===== src/rtl/shift_pkg.sv =====
// Shift opcodes and opcode helpers shared by the pipelined barrel shifter.
// Pure declarations: no logic, no latency, no flow control.
package shift_pkg;

  localparam int OP_W = 3;

  typedef enum logic [OP_W-1:0] {
    OP_SLL = 3'b000,
    OP_SRL = 3'b001,
    OP_SRA = 3'b010,
    OP_ROL = 3'b011,
    OP_ROR = 3'b100
  } shift_op_e;

  function automatic logic is_legal_op(input logic [OP_W-1:0] op);
    return op inside {OP_SLL, OP_SRL, OP_SRA, OP_ROL, OP_ROR};
  endfunction

endpackage


===== src/rtl/shift_stage.sv =====
// One barrel level: shift/rotate by 2**LEVEL when shamt[LEVEL] is set, then a valid/ready register.
// One cycle latency; holds its contents while valid and downstream is not ready.
module shift_stage
  import shift_pkg::*;
#(
  parameter  int WIDTH = 32,
  parameter  int LEVEL = 0,
  localparam int SHW   = $clog2(WIDTH)
) (
  input  logic             clk,
  input  logic             rst_n,
  input  logic             flush,
  input  logic             src_valid,
  input  logic [WIDTH-1:0] src_data,
  input  logic [SHW-1:0]   src_shamt,
  input  logic [OP_W-1:0]  src_op,
  input  logic             src_carry,
  input  logic             src_illegal,
  input  logic             dst_ready,
  output logic             valid,
  output logic [WIDTH-1:0] data,
  output logic [SHW-1:0]   shamt,
  output logic [OP_W-1:0]  op,
  output logic             carry,
  output logic             illegal
);

  localparam int AMT = 1 << LEVEL;

  logic [WIDTH-1:0] nxt;
  logic             load;

  always_comb begin
    nxt = src_data;
    if (src_shamt[LEVEL]) begin
      case (shift_op_e'(src_op))
        OP_SLL:  nxt = src_data << AMT;
        OP_SRL:  nxt = src_data >> AMT;
        OP_SRA:  nxt = WIDTH'($signed(src_data) >>> AMT);
        OP_ROL:  nxt = (src_data << AMT) | (src_data >> (WIDTH - AMT));
        OP_ROR:  nxt = (src_data >> AMT) | (src_data << (WIDTH - AMT));
        default: nxt = src_data;
      endcase
    end
  end

  assign load = !valid || dst_ready;

  always_ff @(posedge clk) begin
    if (!rst_n) begin
      valid   <= 1'b0;
      data    <= '0;
      shamt   <= '0;
      op      <= '0;
      carry   <= 1'b0;
      illegal <= 1'b0;
    end else if (flush) begin
      valid <= 1'b0;
    end else if (load) begin
      valid <= src_valid;
      if (src_valid) begin
        data    <= nxt;
        shamt   <= src_shamt;
        op      <= src_op;
        carry   <= src_carry;
        illegal <= src_illegal;
      end
    end
  end

endmodule


===== src/rtl/pipe_barrel_shifter.sv =====
// Pipelined barrel shifter/rotator with carry, zero and illegal-op flags, one level per stage.
// Latency $clog2(WIDTH) cycles, 1 op/cycle; stalls propagate back combinationally, flush drops all in flight.
module pipe_barrel_shifter
  import shift_pkg::*;
#(
  parameter  int WIDTH = 32,
  localparam int SHW   = $clog2(WIDTH)
) (
  input  logic             clk,
  input  logic             rst_n,
  input  logic             flush,
  input  logic             in_valid,
  output logic             in_ready,
  input  logic [WIDTH-1:0] in_data,
  input  logic [SHW-1:0]   in_shamt,
  input  logic [2:0]       in_op,
  output logic             out_valid,
  input  logic             out_ready,
  output logic [WIDTH-1:0] out_data,
  output logic             out_carry,
  output logic             out_zero,
  output logic             out_illegal
);

  logic [SHW-1:0]   vld;
  logic [SHW:0]     rdy;
  logic [WIDTH-1:0] dat [SHW];
  logic [SHW-1:0]   sha [SHW];
  logic [OP_W-1:0]  opc [SHW];
  logic [SHW-1:0]   cry;
  logic [SHW-1:0]   ill;

  logic [SHW-1:0] idx_l;
  logic [SHW-1:0] idx_r;
  logic           carry_in;

  // Carry is taken from the original operand: WIDTH-shamt wraps to -shamt in SHW bits.
  assign idx_l = '0 - in_shamt;
  assign idx_r = in_shamt - SHW'(1);

  always_comb begin
    carry_in = 1'b0;
    if (in_shamt != '0) begin
      case (shift_op_e'(in_op))
        OP_SLL:         carry_in = in_data[idx_l];
        OP_SRL, OP_SRA: carry_in = in_data[idx_r];
        default:        carry_in = 1'b0;
      endcase
    end
  end

  // Stage k can load iff some stage at or after k is empty, or the consumer takes the result.
  assign rdy[SHW] = out_ready;

  genvar k;
  for (k = 0; k < SHW; k++) begin : g_stage
    logic             s_valid;
    logic [WIDTH-1:0] s_data;
    logic [SHW-1:0]   s_shamt;
    logic [OP_W-1:0]  s_op;
    logic             s_carry;
    logic             s_illegal;

    assign rdy[k] = out_ready | ~&vld[SHW-1:k];

    if (k == 0) begin : g_first
      assign s_valid   = in_valid;
      assign s_data    = in_data;
      assign s_shamt   = in_shamt;
      assign s_op      = in_op;
      assign s_carry   = carry_in;
      assign s_illegal = !is_legal_op(in_op);
    end else begin : g_next
      assign s_valid   = vld[k-1];
      assign s_data    = dat[k-1];
      assign s_shamt   = sha[k-1];
      assign s_op      = opc[k-1];
      assign s_carry   = cry[k-1];
      assign s_illegal = ill[k-1];
    end

    shift_stage #(
      .WIDTH(WIDTH),
      .LEVEL(k)
    ) u_stage (
      .clk         (clk),
      .rst_n       (rst_n),
      .flush       (flush),
      .src_valid   (s_valid),
      .src_data    (s_data),
      .src_shamt   (s_shamt),
      .src_op      (s_op),
      .src_carry   (s_carry),
      .src_illegal (s_illegal),
      .dst_ready   (rdy[k+1]),
      .valid       (vld[k]),
      .data        (dat[k]),
      .shamt       (sha[k]),
      .op          (opc[k]),
      .carry       (cry[k]),
      .illegal     (ill[k])
    );
  end

  assign in_ready    = !flush && rdy[0];
  assign out_valid   = vld[SHW-1];
  assign out_data    = dat[SHW-1];
  assign out_carry   = cry[SHW-1];
  assign out_illegal = ill[SHW-1];
  assign out_zero    = vld[SHW-1] && (dat[SHW-1] == '0);

endmodule


===== config.mk =====
export PLATFORM = sky130hd
export DESIGN_NAME = pipe_barrel_shifter
export DESIGN_NICKNAME = d
export VERILOG_FILES = /design/src/rtl/shift_pkg.sv /design/src/rtl/shift_stage.sv /design/src/rtl/pipe_barrel_shifter.sv
export SDC_FILE = /design/constraint.sdc
export NUM_CORES = 1
export LEC_CHECK = 0
export BUFFER_PORTS_ARGS = -buffer_cell sky130_fd_sc_hd__buf_2
export CAP_MARGIN = 0
export CORE_MARGIN = 5
export CORE_UTILIZATION = 50
export CTS_CLUSTER_DIAMETER = 100
export CTS_CLUSTER_SIZE = 28
export DETAILED_ROUTE_END_ITERATION = 16
export PLACE_DENSITY = 0.77
export SLEW_MARGIN = 30
export SYNTH_ARGS = -nofsm -noshare
export SYNTH_HDL_FRONTEND = slang
export SYNTH_HIERARCHICAL = 1
export SYNTH_SLANG_ARGS = --single-unit

===== constraint.sdc =====
create_clock -name clk -period 3.4 [get_ports clk]
set_clock_uncertainty 0.05 [all_clocks]
set_input_delay 0.34 -clock clk [delete_from_list [all_inputs] [get_ports clk]]
set_output_delay 0.34 -clock clk [all_outputs]
set_load 0.03 [all_outputs]

==> flow_summary.json <==
{
  "grt_max_degree": 96,
  "grt-ovfl-total": 0,
  "clockBufferDepth": 2,
  "syn-instance-count": 1553,
  "antenna_found_initial": 0,
  "yosysWarnings": 6,
  "cts_made_buffers": 17,
  "postCtsSetupRepairBufs": 0,
  "cp_max_fo": 17,
  "htreeDepth": 4,
  "crit_path_end_kind": "flip-flop",
  "diodes": 0,
  "arrival_ns": 2.83,
  "fin_util": 0.539,
  "syn-num-nets": 1600,
  "cts_sinks": 197,
  "syn_avg_cell_area_um2": 8.35,
  "wl_per_cell_um": 21.2,
  "io_pins": 82,
  "finalSetupViolCount": 0,
  "place_hpwl_um": 26800,
  "period_needed_ns": 2.55,
  "finalSetupTns_ns": 0,
  "gp_routability_congestion": 0.942,
  "period_share": 0.751,
  "maxSlewViolCount": 0,
  "hold_buffers": 0,
  "clk_pin_slew_ns": 0.08,
  "dp_slack_ns": 0.395,
  "vias": 12900,
  "worstSetupPathType": "in2reg",
  "peakVddDrop_mv": 0.335,
  "hold_path.class": "in2reg",
  "grt_pass1_vias": 11900,
  "dr.first_iter.drc_count": 2018,
  "max_freq_mhz": 392,
  "synth_area_um2": 13000,
  "drc": 0,
  "grt_pass1_wl_um": 63100,
  "power.density_nw_per_um2": 363,
  "max_stage_delay_ns": 0.56,
  "max_slew_margin": 0.387,
  "cts_tree": "built",
  "p_total_uw": 5040,
  "clock_latency_ns": 0.45,
  "fp.dieArea_um2": 29200,
  "die_w_um": 171,
  "required_ns": 3.68,
  "stdcell_area_um2": 13900,
  "p_leak_uw": 0.00497,
  "final_hold_viol_count": 0,
  "postRouteAntennaNets": 0,
  "crit_chain": "buf_2 -> inv_2 -> ha_1 -> buf_4 -> mux4_1 -> mux2_2 -> o22ai_2 -> o32ai_2 -> nand2_1 -> a21oi_1",
  "fin_ws_ns": 0.846,
  "viasPerCell": 6.90,
  "core-area_um2": 25800,
  "area_delta_synth_final_pct": 7.12,
  "post_cts_resized": 0,
  "rsz0062_at_grt": "false",
  "finalWirelength_um": 39700,
  "grt_use_total": 0.262,
  "initial_core_util": 0.503,
  "status": "completed",
  "crit_path_top_delay_cell": "mux4_1",
  "nNetsFinal": 1573,
  "drive_gt1_frac": 0.130,
  "fp.dieH_um": 171,
  "worstMarginPinSlew_ns": 0.920,
  "cts-root-buf": "clkbuf_16",
  "firstDrtPassIters": 6,
  "rows": 59,
  "maxCapViolations": 0,
  "port_buffers": 81,
  "worst_setup_path_start_kind": "primary input",
  "placed_area_um2": 13300
}
[stage by stage]
stage | hold WS [ns] | instances
detailed placement | 0.395 | 1842
CTS | 0.117 | 1874
global placement | 0.391 | 1841
floorplan | 0.363 | 1553
global route | 0.115 | 1874
finish | 0.128 | 1874
[routing by layer]
layer	global-route usage	share of wire	vias to the layer above	wire, um
met2	0.421	0.46	715	18300
met4	0.101	0.038	0	1490
met1	0.351	0.42	6201	16500
li1	-	-	5904	-
met5	0	0	-	0
met3	0.0467	0.085	119	3390
[worst max-delay path: cells and delay by family]
kind	cells	cell delay [ns]
muxes	2	0.85
AOI/OAI and AO/OA	3	0.31
and+or+nand+nor	1	0.07
buffers and inverters	3	0.72
adders and majority gates	1	0.52
[where the power goes]
part	switching [uW]	internal, uW
Clock	1040	1080
Sequential	64.9	2340
Combinational	311	206
Total	1410	3630
[registers in the layout, summed over array words and instances, names as in the netlist]
name and count:
g_stage.u_stage/data 160, g_stage.u_stage/op 12, g_stage.u_stage/shamt 10, g_stage.u_stage/carry 5
g_stage.u_stage/illegal 5, g_stage.u_stage/valid 5
[path summary, 6_finish.rpt]
path | slack, ns | cells after the start | from | endpoint
max | 0.85 | 10 | in_shamt[0] | g_stage[0].u_stage/carry
max reg2reg | 0.97 | 4 | g_stage[2].u_stage/op[0] | g_stage[3].u_stage/data[17]
min | 0.13 | 3 | in_shamt[4] | g_stage[0].u_stage/shamt[4]
min reg2reg | 0.41 | 2 | g_stage[2].u_stage/shamt[4] | g_stage[2].u_stage/shamt[4]
[cell usage in the layout, fill, tap and decap left out, types with 14 or more instances in the layout]
cell and n:
dfxtp_1 197, a21oi_1 132, nor2_1 127, nand2_1 94
mux2i_1 80, buf_2 80, o2bb2ai_1 74, o21ai_0 67
o21a_1 61, nor4_1 47, inv_1 42, nor3_1 37
buf_4 36, a2111oi_1 35, a2111oi_0 34, o221ai_1 31
o22ai_1 31, nand3_1 24, nor2b_1 24, nand2b_1 20
clkbuf_16 17, a211oi_1 15, a21boi_0 14
[area by class of cell]
type,instances,area [um2]
Tap cell,335,419
Inverter,45,169
Timing Repair Buffer,119,738
Fill cell,2349,11900
Sequential cell,197,3940
Clock buffer,18,439
Clock inverter,14,176
Multi-Input combinational cell,1146,8000
No activity file was read; power rests on OpenSTA's default activity.
